<file path="config.mk">
export PLATFORM = sky130hd
export DESIGN_NAME = fetch_unit
export DESIGN_NICKNAME = d
export VERILOG_FILES = /design/src/rtl/fetch_unit.sv
export SDC_FILE = /design/constraint.sdc
export NUM_CORES = 1
export LEC_CHECK = 0
export BUFFER_PORTS_ARGS = -buffer_cell sky130_fd_sc_hd__buf_2
export CORE_MARGIN = 2
export CORE_UTILIZATION = 29
export CTS_CLUSTER_DIAMETER = 30
export DETAILED_ROUTE_END_ITERATION = 8
export GPL_TIMING_DRIVEN = 1
export SETUP_SLACK_MARGIN = 0.5
export SYNTH_ARGS = -nofsm -noshare
export SYNTH_HDL_FRONTEND = slang
export SYNTH_SLANG_ARGS = --single-unit
</file>
<file path="constraint.sdc">
create_clock -name clk_in -period 9 [get_ports clk_in]
set_input_delay 0.9 -clock clk_in [delete_from_list [all_inputs] [get_ports clk_in]]
set_output_delay 0.9 -clock clk_in [all_outputs]
set_load 0.005 [all_outputs]
</file>
<file path="src/rtl/fetch_unit.sv">
// fetch_unit: fetches NWORDS-word instructions from a single-outstanding
// memory port into a QDEPTH-entry queue feeding the decoder.
// Optional feature macro FETCH_HALT_EN: fetching stops after a halt opcode
// has been queued; without it the halt opcode is an ordinary instruction.
module fetch_unit #(
  parameter int WORD_W = 10,
  parameter int ADDR_W = 14,
  parameter int NWORDS = 3,
  parameter int QDEPTH = 2,
  parameter int OPC_W  = 5,
  parameter logic [ADDR_W-1:0] RESET_PC = 'h2000,
  parameter logic [OPC_W-1:0]  HALT_OPC = 5'b10011
) (
  input  logic                     clk_in,
  input  logic                     rst,
  output logic                     mem_req,
  output logic [ADDR_W-1:0]        mem_addr,
  input  logic                     mem_rvalid,
  input  logic [WORD_W-1:0]        mem_rdata,
  output logic                     instr_valid,
  output logic [NWORDS*WORD_W-1:0] instr_data,
  output logic [ADDR_W-1:0]        instr_pc,
  input  logic                     instr_ready,
  input  logic                     redirect,
  input  logic [ADDR_W-1:0]        redirect_pc,
  output logic                     halted
);

  localparam int IW  = NWORDS * WORD_W;
  localparam int PW  = (QDEPTH > 1) ? $clog2(QDEPTH) : 1;
  localparam int CW  = $clog2(QDEPTH + 1);
  localparam int WCW = (NWORDS > 1) ? $clog2(NWORDS) : 1;

`ifdef FETCH_HALT_EN
  localparam bit HALT_EN = 1'b1;
`else
  localparam bit HALT_EN = 1'b0;
`endif

  typedef enum logic [2:0] {S_IDLE, S_REQ, S_WAIT, S_FULL, S_HALT} state_t;

  state_t            state_q, state_d;
  logic [ADDR_W-1:0] fetch_pc_q, fetch_pc_d;
  logic [WCW-1:0]    wcnt_q, wcnt_d;
  logic              drop_q, drop_d;
  logic [ADDR_W-1:0] ipc_q, ipc_d;
  logic [IW-1:0]     asm_q, asm_d;

  logic [IW-1:0]     q_data_q [QDEPTH];
  logic [IW-1:0]     q_data_d [QDEPTH];
  logic [ADDR_W-1:0] q_pc_q   [QDEPTH];
  logic [ADDR_W-1:0] q_pc_d   [QDEPTH];
  logic [PW-1:0]     rd_q, rd_d, wr_q, wr_d;
  logic [CW-1:0]     cnt_q, cnt_d;

  logic          push, pop, can_push;
  logic [IW-1:0] push_data;
  logic [IW-1:0] asm_new;
  logic          hit_new, hit_held;

  function automatic logic [PW-1:0] ptr_inc(input logic [PW-1:0] p);
    return (p == PW'(QDEPTH - 1)) ? '0 : p + PW'(1);
  endfunction

  // Incoming word shifts in at the LSB end so the first word ends up in the MSBs.
  assign asm_new  = (asm_q << WORD_W) | IW'(mem_rdata);
  assign hit_new  = HALT_EN && (asm_new[IW-1 -: OPC_W] == HALT_OPC);
  assign hit_held = HALT_EN && (asm_q[IW-1 -: OPC_W] == HALT_OPC);

  assign instr_valid = (cnt_q != '0);
  assign instr_data  = q_data_q[rd_q];
  assign instr_pc    = q_pc_q[rd_q];
  assign mem_req     = (state_q == S_REQ);
  assign mem_addr    = fetch_pc_q;
  assign halted      = HALT_EN && (state_q == S_HALT);

  // A redirect voids any pop in its cycle; a full queue accepts a push when it pops.
  assign pop      = instr_valid && instr_ready && !redirect;
  assign can_push = (cnt_q < CW'(QDEPTH)) || pop;

  // Next-state logic: word assembly, push decision, redirect override.
  always_comb begin
    state_d    = state_q;
    fetch_pc_d = fetch_pc_q;
    wcnt_d     = wcnt_q;
    drop_d     = drop_q;
    ipc_d      = ipc_q;
    asm_d      = asm_q;
    push       = 1'b0;
    push_data  = asm_q;
    case (state_q)
      S_IDLE: state_d = S_REQ;
      S_REQ: begin
        if (wcnt_q == '0) ipc_d = fetch_pc_q;
        state_d = S_WAIT;
      end
      S_WAIT: begin
        if (mem_rvalid) begin
          if (drop_q) begin
            drop_d  = 1'b0;
            state_d = S_REQ;
          end else begin
            fetch_pc_d = fetch_pc_q + ADDR_W'(1);
            if (wcnt_q == WCW'(NWORDS - 1)) begin
              wcnt_d    = '0;
              push_data = asm_new;
              if (can_push) begin
                push    = 1'b1;
                state_d = hit_new ? S_HALT : S_REQ;
              end else begin
                asm_d   = asm_new;
                state_d = S_FULL;
              end
            end else begin
              asm_d   = asm_new;
              wcnt_d  = wcnt_q + WCW'(1);
              state_d = S_REQ;
            end
          end
        end
      end
      S_FULL: begin
        if (can_push) begin
          push    = 1'b1;
          state_d = hit_held ? S_HALT : S_REQ;
        end
      end
      S_HALT: state_d = S_HALT;
      default: state_d = S_IDLE;
    endcase
    // Redirect wins over everything; a response still in flight must be swallowed.
    if (redirect) begin
      push       = 1'b0;
      wcnt_d     = '0;
      fetch_pc_d = redirect_pc;
      if ((state_q == S_WAIT) && !mem_rvalid) begin
        drop_d  = 1'b1;
        state_d = S_WAIT;
      end else begin
        drop_d  = 1'b0;
        state_d = S_REQ;
      end
    end
  end

  // Circular queue update; a redirect empties it while leaving the head slot intact.
  always_comb begin
    q_data_d = q_data_q;
    q_pc_d   = q_pc_q;
    rd_d     = rd_q;
    wr_d     = wr_q;
    cnt_d    = cnt_q;
    if (redirect) begin
      wr_d  = rd_q;
      cnt_d = '0;
    end else begin
      if (push) begin
        q_data_d[wr_q] = push_data;
        q_pc_d[wr_q]   = ipc_q;
        wr_d           = ptr_inc(wr_q);
      end
      if (pop) rd_d = ptr_inc(rd_q);
      case ({push, pop})
        2'b10:   cnt_d = cnt_q + CW'(1);
        2'b01:   cnt_d = cnt_q - CW'(1);
        default: cnt_d = cnt_q;
      endcase
    end
  end

  // Control and queue registers with asynchronous reset.
  always_ff @(posedge clk_in or posedge rst) begin
    if (rst) begin
      state_q    <= S_IDLE;
      fetch_pc_q <= RESET_PC;
      wcnt_q     <= '0;
      drop_q     <= 1'b0;
      rd_q       <= '0;
      wr_q       <= '0;
      cnt_q      <= '0;
      for (int i = 0; i < QDEPTH; i++) begin
        q_data_q[i] <= '0;
        q_pc_q[i]   <= '0;
      end
    end else begin
      state_q    <= state_d;
      fetch_pc_q <= fetch_pc_d;
      wcnt_q     <= wcnt_d;
      drop_q     <= drop_d;
      rd_q       <= rd_d;
      wr_q       <= wr_d;
      cnt_q      <= cnt_d;
      q_data_q   <= q_data_d;
      q_pc_q     <= q_pc_d;
    end
  end

  // Assembly datapath registers; their contents are only used under control qualification.
  always_ff @(posedge clk_in) begin
    asm_q <= asm_d;
    ipc_q <= ipc_d;
  end

endmodule

</file>
==> run summary, run 1 <==
Post-synthesis sequential area ratio - 60.1%
Hold path start - asm_q[16]$_DFFE_PP_
Worst IR Drop VDD - 0.119 mV
Htree depth - 4
Post-synthesis adder-cell area fraction - 0.182%
Worst-path cell chain - buf_2, nor2b_1, o221ai_2, or3_2, mux2_2
Initial antenna violation count - 3
Post_cts resized - 0
Core area - 0.0233 sq mm
P&R area growth vs syn - 19.6%
CP startpoint kind - input port
# port buffers - 88
Buffer count from post-CTS setup fixing - 0
CP Buf/Inv Count - 1
GR Util met1 - 15.0%
HPWL after DPL - 9430 um
Yosys Warn Count - 0
Clock latency on the worst-skew pair - 0.42 ns
Met2 usage - 19.9%
Grt peak-use layer - met2
RSZ-0062 raised after global routing - false
Routing usage on met3 - 3.53%
Post-route minimum period - 3.16 ns
Final period util - 35.1%
CP max stage cell - or3_2
Deepest clock path buffer count - 2
Total track usage - 12.1%
Post-Syn Area - 0.00687 sq mm
DP Area - 0.00760 sq mm
FFs w/ async S/R, synth - 71.8%
Final Setup Violations - 0
Routed len/inst - 16.2 um
Post-Syn Nets - 497
Min-delay worst type - reg2reg
Mapped Avg Cell Area - 14.7 sq um
Worst r2r src - state_q[0]$_DFFE_PP0P_
Xor and xnor area share after synthesis - 1.53%
Number of buffers created by CTS - 17
Layout fillers - 2228
Layout cells sized above 1 - 52.2%
DRT Wirelength - 14400 um
Starting Density - 29.4%
Seq cells post-synth - 156
Total number of vias - 4007
Die Y - 158 um
Cells after Synth - 467
Ports - 90
First-pass DRT Iterations - 4
PwrDens - 313 mW/mm^2
Final net count - 582
DP Worst Slack - 5.36 ns
Fmax - 317 MHz
Max Fanout on Critical Path - 45
Post-route setup slack - 5.84 ns
Wire length of the first global-routing pass - 23100 um
Lkg Pwr - 3.38 nW
Global route overflow - 0
Largest family of logic cells by synthesized area - multiplexers
Number of vias per cell - 4.52
Multiplexer share of the synthesized area - 27.3%
Top_reg_cell synth - dfrtp_1
Max-slew violation count - 0
Worst slew margin - 18.7%
CP required - 9.30 ns
Crit. End Element - register
Crit path DAT - 3.45 ns
Compound-Gate Fraction of Synth Area - 2.20%
Final ANT Viol Nets - 0
Number of synthesized flops with an enable pin - 44
FP Rows - 56
Die width - 158 um
DRC errors left - 0
Synth Area in Simple Gates - 5.90%
CP delay by family, top - simple AND/OR/NAND/NOR gates
Setup Skew - 0.0149 ns
Hold buffers post-CTS - 0
Worst Tran Pin Value - 1.22 ns
Post-synthesis cell type count - 41
Status - finished clean
RD Place Congestion - 0.808
Setup crit start - redirect
Pin count of the biggest net entering global routing - 58
Final instance area - 0.00821 sq mm
CTS clk-pin slew, worst paths - 0.06 ns
Vias in the first global route - 4324
Violation count after the first detailed-routing iteration - 269
Die area - 0.0249 sq mm
Fin. Hold Viols - 0
Critical Path Max Stage Delay - 0.97 ns
Clk sinks - 156
Number of max-cap violations - 0
Setup CP Type - in2reg
CTS tree - built
Root buf cell - clkbuf_16
Setup total negative slack - 0 ns
worst register-to-register path: stages (launching register included):
cell and delay [ns]:
dfrtp_1 0.45, or3b_4 0.49, or3b_1 0.55, a21oi_4 0.82
synth_stat cells (4+ instances only):
cell	instances	area share (%)
mux2_2	163	27
nor2_1	5	0.27
a21oi_1	5	0.36
nand3_1	7	0.51
dfrtp_1	111	40
inv_1	8	0.44
o21ai_0	14	1.0
mux2i_1	4	0.58
buf_6	8	1.3
clkbuf_1	14	0.77
xnor2_1	10	1.3
nor4_1	6	0.55
nand2_1	22	1.2
nor2b_1	5	0.46
edfxtp_1	44	19
nor3_1	6	0.44
stage by stage:
step                hold WS, ns  util, %  power (W)  std cells
floorplan                 0.440        -    0.00157        467
global placement          0.465     32.6    0.00184        852
detailed placement        0.464     32.6    0.00187        852
CTS                       0.476     35.2    0.00262        884
global route              0.493     35.2    0.00273        885
finish                    0.479     35.2    0.00257        886
flip-flops by register name, indices dropped and copies added (netlist names), 2 cells and up:
name	count
asm_q	30
cnt_q	2
ipc_q	14
mem_addr	14
q_data_q	60
q_pc_q	28
state_q	3
wcnt_q	2
final timing paths:
kind / slack [ns] / cells past startpoint / end
max in group asynchronous: 7.14 / 3 / rd_q$_DFFE_PP0P_
min: 0.48 / 0 / asm_q[26]$_DFFE_PP_
max: 5.84 / 5 / q_data_q[49]$_DFFE_PP0P_
min reg2reg: 0.48 / 0 / asm_q[26]$_DFFE_PP_
min in group asynchronous: 0.62 / 2 / q_pc_q[2]$_DFFE_PP0P_
max reg2reg: 6.28 / 3 / asm_q[19]$_DFFE_PP_
power breakdown:
part,switching [W],total (W),internal (W)
clock network,0.000295,0.000739,0.000444
registers,0.000164,0.00113,0.000970
logic,0.000265,0.000698,0.000434
per-layer routing:
layer / share of wire, % / vias up / wire length (um)
met5: 0.049 / - / 7
met4: 1.4 / 2 / 199
met3: 4.3 / 13 / 624
met2: 49 / 58 / 7100
met1: 45 / 2063 / 6460
li1: - / 1871 / -
cells in the final DEF, fill, tap and decap left out, types with 3 or more instances in the layout:
| cell | instances |
|---|---|
| a21oi_1 | 4 |
| buf_2 | 88 |
| buf_4 | 3 |
| bufinv_16 | 3 |
| clkbuf_16 | 17 |
| dfrtp_1 | 110 |
| edfxtp_1 | 44 |
| inv_1 | 7 |
| inv_6 | 4 |
| mux2_2 | 163 |
| mux2i_1 | 4 |
| nand2_1 | 22 |
| nand3_1 | 7 |
| nand3b_1 | 3 |
| nand4_1 | 3 |
| nor2_1 | 5 |
| nor2b_1 | 5 |
| nor3_1 | 6 |
| nor4_1 | 6 |
| o21ai_0 | 14 |
| xnor2_1 | 10 |
logic make-up (layout without fill, tap and decap cells):
group | Yosys count | count (layout)
fa+ha+maj | 1 | 1
xor+xnor | 12 | 12
simple gates | 72 | 72
other cells | 1 | 3
compound gates | 25 | 25
buf+inv | 33 | 131
flops | 156 | 156
mux | 167 | 167
layout make-up:
type,instances,area [sq um],area share [%]
inverters,8,32.5,0.396
repair buffers,91,463,5.64
clock inverters,13,178,2.16
clock buffers,19,433,5.27
flip-flops and latches,156,4130,50.2
multi-input cells,278,2580,31.4
diodes,2,5.00,0.0609
well taps,319,399,4.86
(Power assumes the default switching activity.)
==> run 2: changes to the inputs <==
==> constraint.sdc (replaced) <==
create_clock -name clk_in -period 2.8 [get_ports clk_in]
set_input_delay 0.28 -clock clk_in [delete_from_list [all_inputs] [get_ports clk_in]]
set_output_delay 0.28 -clock clk_in [all_outputs]
set_load 0.005 [all_outputs]
==> run 2 against run 1 <==
Die area unchanged. Sequential share of layout area down 0.66 points. Flip-flop and latch count did not move. Global-route usage is 0.13 points lower. Clock-buffer cell count unchanged. Setup slack got worse by 5.2 ns. Cell area grew 1.3%. Final cell count rose by 0.79%. Core utilization is 0.47 points higher. Clock power rose to 3.2 times the previous value. Largest power group unchanged.
==> run summary, run 2 (same netlist as run 1, synthesis figures left out) <==
CP max stage cell - dfrtp_1
# port buffers - 88
Worst IR Drop VDD - 0.508 mV
Hold depth - 1
Number of buffers created by CTS - 17
Commonest non-fill, non-tap cell in the layout - mux2_2
Routed len/inst - 16.2 um
Setup CP Type - reg2reg
Critical Path Max Stage Delay - 0.42 ns
Final period util - 77.7%
Min-delay worst type - in2reg
Reg-to-reg endpoint - q_pc_q[22]$_DFFE_PP0P_
CTS clk-pin slew, worst paths - 0.06 ns
Fmax - 460 MHz
Pin count of the biggest net entering global routing - 46
Starting Density - 29.4%
Max-slew violation count - 0
Reg2reg path depth - 5
Layout cells sized above 1 - 53.1%
Lkg Pwr - 3.43 nW
Die width - 158 um
Violation count after the first detailed-routing iteration - 204
Worst slew margin - 34.0%
Fin. Hold Viols - 0
Die Y - 158 um
Top reg by flops - q_data_q
Crit path DAT - 2.47 ns
Layout fillers - 2205
DRT Wirelength - 14400 um
DRC errors left - 0
Area of the multi-input gates - 0.00258 sq mm
Hold buffers post-CTS - 0
Core area - 0.0233 sq mm
P&R area growth vs syn - 21.2%
Max Fanout on Critical Path - 45
FP Rows - 56
Setup Skew - 0.0103 ns
Global route overflow - 0
Buffer count from post-CTS setup fixing - 0
WHS Endpoint - asm_q[1]$_DFFE_PP_
Total number of vias - 4045
RD Place Congestion - 0.813
Crit. End Element - register
Number of max-cap violations - 0
Number of vias per cell - 4.53
Total track usage - 12.0%
Hold path start - mem_rdata[1]
Clock latency on the worst-skew pair - 0.41 ns
Clk sinks - 156
Htree depth - 4
Setup total negative slack - 0 ns
Worst Tran Pin Value - 0.988 ns
Status - finished clean
Worst-path cell chain - and4bb_2, o221ai_2, or3_2, buf_8, mux2_2
CP required - 3.10 ns
First-pass DRT Iterations - 4
Die area - 0.0249 sq mm
Final net count - 588
Final ANT Viol Nets - 0
PwrDens - 995 mW/mm^2
Post-route minimum period - 2.18 ns
Setup crit start - wcnt_q[0]$_DFFE_PP0P_
R2r setup slk - 0.62 ns
Initial antenna violation count - 2
Ports - 90
Sequential cell area - 0.00413 sq mm
RSZ-0062 raised after global routing - false
HPWL after DPL - 9850 um
Max reg flops - 60
Deepest clock path buffer count - 2
Total power - 0.00828 W
Worst r2r src - wcnt_q[0]$_DFFE_PP0P_
Final Setup Violations - 0
CP startpoint kind - register
CTS tree - built
Most frequent cells in the layout - mux2_2 (163), dfrtp_1 (110), buf_2 (88)
Root buf cell - clkbuf_16
Biggest regs - q_data_q (60), asm_q (30), q_pc_q (28)
Vias in the first global route - 4183
Wire length of the first global-routing pass - 23000 um
run 2: area by class of cell:
type	instances	share of cell area, %
clock buffers	19	5.46
diodes	3	0.0902
inverters	8	0.406
flip-flops and latches	156	49.6
well taps	319	4.79
multi-input cells	278	31.0
clock inverters	13	1.80
repair buffers	97	6.88
run 2: metal layers:
| layer | wire (um) | track usage [%] | up-vias |
|---|---|---|---|
| met5 | 0 | 0 | - |
| met4 | 228 | 4.81 | 0 |
| met3 | 524 | 3.07 | 15 |
| met2 | 7090 | 19.1 | 66 |
| met1 | 6590 | 15.6 | 2067 |
| li1 | - | - | 1897 |
run 2: per-stage QoR:
stage	std cells	area [sq um]	worst slack (ns)	hold slack, ns	utilization (%)
3_3_place_gp	858	7690	0.509	0.459	33.0
3_5_place_dp	858	7690	0.428	0.462	33.0
5_1_grt	891	8320	0.545	0.0410	35.7
4_1_cts	890	8310	0.532	0.0410	35.6
2_1_floorplan	467	6880	0.519	0.379	-
6_report	893	8320	0.624	0.0624	35.7
run 2: worst max path at each step:
stage          depth (start not counted)  slack, ns                       end
2_1_floorplan                          3       0.52        ipc_q[0]$_DFFE_PP_
3_5_place_dp                           5       0.43  q_data_q[32]$_DFFE_PP0P_
4_1_cts                                4       0.53        asm_q[6]$_DFFE_PP_
5_1_grt                                5       0.54  q_data_q[47]$_DFFE_PP0P_
6_report                               5       0.62    q_pc_q[22]$_DFFE_PP0P_
3_3_place_gp                           4       0.51       asm_q[14]$_DFFE_PP_
run 2: report_power, final:
| part | leakage (nW) | switching [W] | internal, W |
|---|---|---|---|
| Combinational | 1.36 | 0.000970 | 0.00144 |
| Clock | 0.297 | 0.000939 | 0.00139 |
| Sequential | 1.77 | 0.000429 | 0.00312 |
run 2: timing repair:
action                     4_1_cts  5_1_grt
gates resized for setup          2        4
hold endpoints to repair         0        0
setup endpoints to repair       74       56
gates cloned                     0        0
run 2: critical path, delay by kind of cell, from the launching register on:
| family | cells | cell delay (ns) |
|---|---|---|
| compound gates | 1 | 0.39 |
| buf+inv | 1 | 0.34 |
| flops | 1 | 0.42 |
| mux | 1 | 0.39 |
| simple gates | 2 | 0.50 |
